--- src/rtl/regfile_scoreboard_pkg.sv ---
// Shared constants, address type and width helpers
// for the integer register file with busy scoreboard.
package rf_pkg;

  localparam int XLEN_DEF  = 32;
  localparam int DEPTH_DEF = 32;
  localparam int NREAD_DEF = 2;

  typedef logic [4:0] rf_addr_t;

  function automatic int rf_aw(input int depth);
    return $clog2(depth);
  endfunction

  function automatic int rf_cw(input int depth);
    return $clog2(depth) + 1;
  endfunction

endpackage

--- src/rtl/regfile_scoreboard_if.sv ---
// Decode/writeback/issue bundle between the pipeline
// and the register file scoreboard.
interface regfile_scoreboard_if
  import rf_pkg::*;
#(
  parameter int XLEN  = XLEN_DEF,
  parameter int DEPTH = DEPTH_DEF,
  parameter int NREAD = NREAD_DEF
);

  localparam int AW = rf_aw(DEPTH);
  localparam int CW = rf_cw(DEPTH);

  logic [NREAD*AW-1:0]   rd_addr;
  logic [NREAD*XLEN-1:0] rd_data;
  logic [NREAD-1:0]      rd_busy;
  logic                  wb_en;
  logic [AW-1:0]         wb_addr;
  logic [XLEN-1:0]       wb_data;
  logic                  iss_en;
  logic [AW-1:0]         iss_addr;
  logic                  flush;
  logic [CW-1:0]         pend_cnt;

  modport master (
    output rd_addr,
    output wb_en,
    output wb_addr,
    output wb_data,
    output iss_en,
    output iss_addr,
    output flush,
    input  rd_data,
    input  rd_busy,
    input  pend_cnt
  );

  modport slave (
    input  rd_addr,
    input  wb_en,
    input  wb_addr,
    input  wb_data,
    input  iss_en,
    input  iss_addr,
    input  flush,
    output rd_data,
    output rd_busy,
    output pend_cnt
  );

endinterface

--- src/rtl/regfile_scoreboard_rf_read_port.sv ---
// One combinational read port: x0 forcing,
// writeback bypass and busy qualification.
module rf_read_port #(
  parameter int XLEN   = 32,
  parameter int AW     = 5,
  parameter int BYPASS = 1
) (
  input  logic [AW-1:0]   addr,
  input  logic            wb_en,
  input  logic [AW-1:0]   wb_addr,
  input  logic [XLEN-1:0] wb_data,
  input  logic [XLEN-1:0] reg_data,
  input  logic            reg_busy,
  output logic [XLEN-1:0] data,
  output logic            busy
);

  logic zero;
  logic hit;
  logic fwd;

  assign zero = (addr == '0);
  assign hit  = wb_en && (wb_addr == addr);
  assign fwd  = (BYPASS != 0) && hit;

  always_comb begin
    data = reg_data;
    priority case (1'b1)
      zero:    data = '0;
      fwd:     data = wb_data;
      default: data = reg_data;
    endcase
  end

  // a completing producer is no longer a hazard
  assign busy = !zero && reg_busy && !hit;

endmodule

--- src/rtl/regfile_scoreboard.sv ---
// Register file with N read ports, one write port,
// writeback bypass and a per-register busy scoreboard.
module regfile_scoreboard
  import rf_pkg::*;
#(
  parameter int XLEN   = XLEN_DEF,
  parameter int DEPTH  = DEPTH_DEF,
  parameter int NREAD  = NREAD_DEF,
  parameter int BYPASS = 1
) (
  input logic               clk,
  input logic               rst,
  regfile_scoreboard_if.slave bus
);

  localparam int AW = rf_aw(DEPTH);
  localparam int CW = rf_cw(DEPTH);

  logic [XLEN-1:0]  regs [DEPTH];
  logic [DEPTH-1:0] busy;
  logic [DEPTH-1:0] busy_nxt;
  logic [DEPTH-1:0] set_vec;
  logic [DEPTH-1:0] clr_vec;
  logic [CW-1:0]    pend_q;
  logic             wb_hit;
  logic             iss_hit;
  logic             inc;
  logic             dec;

  assign wb_hit  = bus.wb_en && (bus.wb_addr != '0);
  assign iss_hit = bus.iss_en
                && (bus.iss_addr != '0)
                && !bus.flush;

  always_comb begin
    set_vec = '0;
    clr_vec = '0;
    if (iss_hit) set_vec[bus.iss_addr] = 1'b1;
    if (wb_hit)  clr_vec[bus.wb_addr]  = 1'b1;
    if (bus.flush) begin
      busy_nxt = '0;
    end else begin
      busy_nxt = set_vec | (busy & ~clr_vec);
    end
    busy_nxt[0] = 1'b0;
  end

  // count deltas; a same-register issue masks the wb clear
  always_comb begin
    inc = iss_hit && !busy[bus.iss_addr];
    dec = wb_hit && busy[bus.wb_addr]
       && !(iss_hit && (bus.iss_addr == bus.wb_addr));
  end

  always_ff @(posedge clk or posedge rst) begin
    if (rst) begin
      busy   <= '0;
      pend_q <= '0;
      for (int r = 0; r < DEPTH; r++) begin
        regs[r] <= '0;
      end
    end else begin
      busy <= busy_nxt;
      if (bus.flush) begin
        pend_q <= '0;
      end else begin
        pend_q <= pend_q
                + {{(CW-1){1'b0}}, inc}
                - {{(CW-1){1'b0}}, dec};
      end
      if (wb_hit) begin
        regs[bus.wb_addr] <= bus.wb_data;
      end
    end
  end

  assign bus.pend_cnt = pend_q;

  logic [NREAD*XLEN-1:0] rdata_w;
  logic [NREAD-1:0]      rbusy_w;

  for (genvar p = 0; p < NREAD; p++) begin : g_rd
    logic [AW-1:0] a;
    assign a = bus.rd_addr[p*AW +: AW];

    rf_read_port #(
      .XLEN   (XLEN),
      .AW     (AW),
      .BYPASS (BYPASS)
    ) u_rd (
      .addr     (a),
      .wb_en    (bus.wb_en),
      .wb_addr  (bus.wb_addr),
      .wb_data  (bus.wb_data),
      .reg_data (regs[a]),
      .reg_busy (busy[a]),
      .data     (rdata_w[p*XLEN +: XLEN]),
      .busy     (rbusy_w[p])
    );
  end

  assign bus.rd_data = rdata_w;
  assign bus.rd_busy = rbusy_w;

endmodule

--- src/flat_wrapper.sv ---
// flat-port wrapper written by rule: the top's interface ports become plain ports
module regfile_scoreboard_flat import rf_pkg::*;
#(
  parameter int XLEN   = XLEN_DEF,
  parameter int DEPTH  = DEPTH_DEF,
  parameter int NREAD  = NREAD_DEF,
  parameter int BYPASS = 1
)
  (clk, rst, bus_rd_addr, bus_wb_en, bus_wb_addr, bus_wb_data, bus_iss_en, bus_iss_addr, bus_flush, bus_rd_data, bus_rd_busy, bus_pend_cnt);
  regfile_scoreboard_if #(.XLEN(XLEN), .DEPTH(DEPTH), .NREAD(NREAD)) bus_i ();
  input logic clk;
  input logic rst;
  input wire logic [$bits(bus_i.rd_addr)-1:0] bus_rd_addr;
  input wire logic [$bits(bus_i.wb_en)-1:0] bus_wb_en;
  input wire logic [$bits(bus_i.wb_addr)-1:0] bus_wb_addr;
  input wire logic [$bits(bus_i.wb_data)-1:0] bus_wb_data;
  input wire logic [$bits(bus_i.iss_en)-1:0] bus_iss_en;
  input wire logic [$bits(bus_i.iss_addr)-1:0] bus_iss_addr;
  input wire logic [$bits(bus_i.flush)-1:0] bus_flush;
  output wire logic [$bits(bus_i.rd_data)-1:0] bus_rd_data;
  output wire logic [$bits(bus_i.rd_busy)-1:0] bus_rd_busy;
  output wire logic [$bits(bus_i.pend_cnt)-1:0] bus_pend_cnt;
  assign bus_i.rd_addr = bus_rd_addr;
  assign bus_i.wb_en = bus_wb_en;
  assign bus_i.wb_addr = bus_wb_addr;
  assign bus_i.wb_data = bus_wb_data;
  assign bus_i.iss_en = bus_iss_en;
  assign bus_i.iss_addr = bus_iss_addr;
  assign bus_i.flush = bus_flush;
  assign bus_rd_data = bus_i.rd_data;
  assign bus_rd_busy = bus_i.rd_busy;
  assign bus_pend_cnt = bus_i.pend_cnt;
  regfile_scoreboard #(.XLEN(XLEN), .DEPTH(DEPTH), .NREAD(NREAD), .BYPASS(BYPASS)) u_core (.clk(clk), .rst(rst), .bus(bus_i));
endmodule
--- config.mk ---
export PLATFORM = sky130hd
export DESIGN_NAME = regfile_scoreboard_flat
export DESIGN_NICKNAME = d
export VERILOG_FILES = /design/src/rtl/regfile_scoreboard_pkg.sv /design/src/rtl/regfile_scoreboard_if.sv /design/src/rtl/regfile_scoreboard_rf_read_port.sv /design/src/rtl/regfile_scoreboard.sv /design/src/flat_wrapper.sv
export SDC_FILE = /design/constraint.sdc
export NUM_CORES = 2
export LEC_CHECK = 0
export BUFFER_PORTS_ARGS = -buffer_cell sky130_fd_sc_hd__clkbuf_2
export CAP_MARGIN = 15
export CORE_MARGIN = 2
export CORE_UTILIZATION = 45
export DETAILED_ROUTE_END_ITERATION = 8
export PLACE_DENSITY = 0.67
export SLEW_MARGIN = 30
export SYNTH_ARGS = -nofsm -noshare
export SYNTH_HDL_FRONTEND = slang
export SYNTH_SLANG_ARGS = --single-unit
--- constraint.sdc ---
create_clock -name clk -period 65.4 [get_ports clk]
set_input_delay 6.54 -clock clk [delete_from_list [all_inputs] [get_ports clk]]
set_output_delay 6.54 -clock clk [all_outputs]
set_load 0.01 [all_outputs]
# Yosys cells after proc, flatten, opt, wreduce, memory -nomap -nowiden
# Cells that the tools add are included.
dict set report word_totals {
  ff_bits 1061
  inputBits 57
  output_inout_bits 72
  wordCells 111
}
dict set report classes {
  add_sub_neg 2
  n_lt_le_gt_ge 10
  n_eq_ne 3
  muxes 29
  bitwise 6
  reduce_logical 27
}
# operator count
set op_table {}
lappend op_table {{bitwise mux 1024 bit} 1}
lappend op_table {{two-way mux 32 bit} 12}
lappend op_table {{binary-select mux 32 bit (select 5 bit)} 2}
lappend op_table {{demux 32 bit (select 5 bit)} 1}
lappend op_table {{bitwise AND 32 bit} 1}
lappend op_table {{inverter 32 bit} 1}
lappend op_table {{bitwise OR 32 bit} 1}
lappend op_table {{less-than comparator 5 x 6 -> 1 bit (second input constant)} 4}
lappend op_table {{binary-select mux 1 bit (select 5 bit)} 4}
lappend op_table {{greater-or-equal comparator 6 bit (second input constant)} 3}
lappend op_table {{inverter 5 -> 6 bit} 3}
lappend op_table {{logical AND 1 bit} 16}
lappend op_table {{equality test 5 bit} 3}
lappend op_table {{demux 1 bit (select 5 bit)} 2}
lappend op_table {{greater-or-equal comparator 5 x 1 -> 1 bit (second input constant)} 2}
lappend op_table {{zero test 5 bit} 2}
lappend op_table {{nonzero test 5 bit} 2}
lappend op_table {{zero test 1 bit} 7}
lappend op_table {{adder 6 x 1 -> 6 bit} 1}
lappend op_table {{less-than comparator 6 x 1 -> 1 bit (second input constant)} 1}
lappend op_table {{two-way mux 1 bit} 6}
lappend op_table {{two-way mux 6 bit} 1}
lappend op_table {{subtractor 6 x 1 -> 6 bit} 1}

# Depth between registers and ports, before layout
dict set report logic_depth {
  ltp_word 9
  mapped_depth 16
  depth_no_buf 14
}

# Cells and area by module
# A second synthesis with hierarchy kept.
dict set report hier_totals {
  cells_unflattened 3850
  area_unflattened_um2 57851.7
}
# module n_inst cells_per_inst area_per_inst_um2 seq_area_each_um2
set by_module_without_submodules {}
lappend by_module_without_submodules {regfile_scoreboard 1 3598 56295.2 26550.5}
lappend by_module_without_submodules {rf_read_port 2 126 778.2 0.0}

# Worst setup path before layout
# No wires, ideal clock.
dict set report synth_path {
  path_kind {in2out}
  startpoint {in bus_rd_addr[6]}
  endpoint {out bus_rd_busy[1]}
  arrival_ns 8.185
  required_ns 58.860
  path_slack_ns 50.675
  path_stages 8
  path_buffers 4
  cell_sequence {buf_4 -> buf_4 -> buf_2 -> mux4_2 -> mux4_2 -> mux2i_1 -> nor2_1 -> buf_4}
}
dict set report synth_via {
  elab_chain_cells 4
  word_cells_on_any_way 9
  cone_classes {1 x eq/ne; 2 x mux; 6 x reduce/logical}
}
# item line
set synth_lines {}
lappend synth_lines {{from (decl)} flat_wrapper.sv:13} ;# input wire logic [$bits(bus_i.rd_addr)-1:0] bus_rd_addr;
lappend synth_lines {{binary-select mux 1 bit (select 5 bit) (tied with other cells)} regfile_scoreboard.sv:96} ;# .reg_busy (busy[a]),
lappend synth_lines {{two-way mux 1 bit (implied by the code) (tied with other cells)} regfile_scoreboard.sv:96}
lappend synth_lines {{logical AND 1 bit or zero test 1 bit (tied branches)} regfile_scoreboard_rf_read_port.sv:36} ;# assign busy = !zero && reg_busy && !hit;
lappend synth_lines {{logical AND 1 bit (*)} regfile_scoreboard_rf_read_port.sv:36}
lappend synth_lines {{to (decl)} flat_wrapper.sv:21} ;# output wire logic [$bits(bus_i.rd_busy)-1:0] bus_rd_busy;
# Mark *: on every way between the ends. The rest lies on a longest branch, timed or not. The select of a mux whose other input is x is not followed.

# Worst setup path after layout
dict set report layout_path {
  startpoint {in bus_rd_addr[2]}
  endpoint {out bus_rd_busy[0]}
}
# Same word-level chain as after synthesis.

==> run metrics <==
status finished, final reports clean; DR vias/cell 6.72; initial antenna violation count 13; post-synth net total 4174; pin count of the biggest net entering global routing 164; placed cells 5599; Post-Syn Area 58300 um2; Main synth FF type dfrtp_1; area leader, netlist dfrtp_1; setup_tns 0 ns; leak pwr 27.3 nW; drt first pass iters 5; maximum vdd drop 0.0212 mV; Setup Viol. Count Final 0; Clock Sink Count 1061; GRT Util Overall 28.5%; clock latency on the worst-skew pair 0.76 ns; Die ar. 132000 um2; Setup crit start bus_rd_addr[2]; Worst R2R Setup Slack 62.22 ns; Multi-input gate area 29400 um2; post_cts resized 0; HP Class reg2reg; top cells by count, synth dfrtp_1, mux2_2, mux4_2, mux2i_1, clkbuf_1; CTS tree done; Tcrit/Tclk final 26.8%; worst slew pin tran 1.11 ns; Clock Skew 0.0194 ns; vias in the first global route 39300; Critical Path End Type output port; first-pass GRT wire length 275 mm; Syn. warnings 0; main combinational cell family by area after synthesis multiplexers; arrival time at the worst endpoint 10.99 ns; Num CTS Buffers 111; starting density of the core 45.2%; Worst EP required 58.86 ns; number of fill cells 11000; FP Rows 132; number of synthesized flops with an enable pin 0; Post-Synth Adder-Cell Area 0.163%; global route overflow 0; Compound-Gate Fraction of Synth Area 5.87%; H-tree depth 3; cts hold-fix bufs 0; max cap viols 0; Yosys cell types 74; worst-path fanout max 63; Peak Freq 57.0 MHz; max-slew violations 0; top-area cell type share of the netlist area 45.6%; Core Footprint 129000 um2; Post-CTS Setup Inserts 0; top cells by area, synth dfrtp_1, mux2_2, mux4_2; fin cells 5814; Syn-to-layout area delta 8.84%; via count 39100; DP HPWL 108 mm; Worst Setup Start Kind primary input; FF-to-FF Start u_core.busy[23]$_DFF_PP0_; share of flip-flops with an asynchronous set or reset 100%; # DRC 0; die height 364 um; count leader, synth dfrtp_1; register area 26600 um2; Post-DRT Antenna Nets 0; Post-Synth Simple-Gate Area 3.51%; post-synthesis mux area share 40.2%; post-DR wirelength/cell 32.4 um; PortBufs 128; PD cells 29.8 nW/um2; die width 364 um; Avg Cell Area, Syn 14.2 um2; fin crit period 17.53 ns; Seq cells post-synth 1061; I/O pins 129; RSZ-0062 raised after global routing no; Total Nets Final 4038; Worst Setup Path Type in2out; xor-xnor portion of the synthesized cell area 0.286%; post-synthesis sequential area ratio 45.6%; clock root cell clkbuf_16; total length of routed wires 188 mm; Worst-path clk slew 0.06 ns; Post-Syn Instances 4110; DR iter-0 viols 4502; Fin. Hold Viols 0; layout cells sized above 1 46.9%; gpl congestion 0.827; hold path startpoint u_core.regs[994]$_DFFE_PP0P_; Hold Slack 0.392 ns; Clock Tree Buf Depth 3; Slew HR 25.8%
[critical path, cell delays in order]
cell and delay [ns]:
buf_6 0.34, buf_4 0.75, buf_4 0.83, nand2b_1 0.68, o22ai_1 0.83, mux4_2 0.40
nand2_1 0.06, a21oi_1 0.29, clkbuf_2 0.20
[layer usage]
layer	GRT usage [%]	vias to the layer above	share of wire, %
met4	13.9	6	5.3
met5	0	-	0.018
li1	-	15600	-
met2	43.9	2025	46
met3	6.29	493	8.9
met1	38.3	20900	40
[cells by family after synthesis]
logic type / after synthesis
mux: 1655
flops: 1061
buf+inv: 495
compound gates: 484
simple gates: 389
xor+xnor: 19
fa+ha+maj: 7
[area by class of cell]
class / count / area share, %
inverter: 29 / 0.195
tap: 1742 / 3.44
timing repair buffer: 217 / 2.37
sequential: 1061 / 41.9
clock inverter: 33 / 0.598
antenna: 6 / 0.0237
clock buffer: 172 / 5.19
multi-input combinational: 2554 / 46.3
[power breakdown]
| part | switching, W | internal (W) | total, W |
|---|---|---|---|
| Clock | 0.000280 | 0.000362 | 0.000642 |
| Sequential | 0.0000877 | 0.000777 | 0.000865 |
| Combinational | 0.000163 | 0.000219 | 0.000382 |
| Total | 0.000531 | 0.00136 | 0.00189 |
[path summary, 6_finish.rpt]
path / depth (start not counted) / endpoint
max: 9 / bus_rd_busy[0]
min: 0 / u_core.regs[994]$_DFFE_PP0P_
max reg2reg: 12 / u_core.bus.pend_cnt[5]$_DFF_PP0_
min reg2reg: 0 / u_core.regs[994]$_DFFE_PP0P_
max in group asynchronous: 7 / u_core.regs[504]$_DFFE_PP0P_
min in group asynchronous: 2 / u_core.regs[674]$_DFFE_PP0P_
[cell usage in the layout, fill, tap and decap left out, types with 28 or more instances in the layout]
cell type,netlist,routed
nor2b_1,53,49
buf_4,31,73
mux2i_1,206,206
clkbuf_16,0,112
clkbuf_1,194,34
a21oi_1,58,58
mux4_2,449,449
nor4_1,36,35
mux2_2,1000,1000
o22ai_1,52,52
a211oi_1,50,50
a221oi_1,67,67
o21ai_0,77,77
nor2_1,97,85
nand3_1,53,52
clkbuf_2,0,122
dfrtp_1,1061,1061
a22o_1,28,28
nand2_1,67,52
a22oi_1,52,52
[through the flow]
stage,util [%],instance area (um2),worst slack (ns),total power (W)
global route,49.2,63400,48.08,0.00196
detailed placement,46.2,59600,48.08,0.00125
global placement,46.2,59500,48.08,0.00123
CTS,49.1,63300,48.10,0.00189
finish,49.2,63400,47.87,0.00189
floorplan,-,58300,28.99,0.00115
[sequential cells by signal, summed over array words and instances (netlist names)]
signal	flops
u_core.bus.pend_cnt	6
u_core.regs	1024
u_core.busy	31
Power figures use the tool's default switching activity.
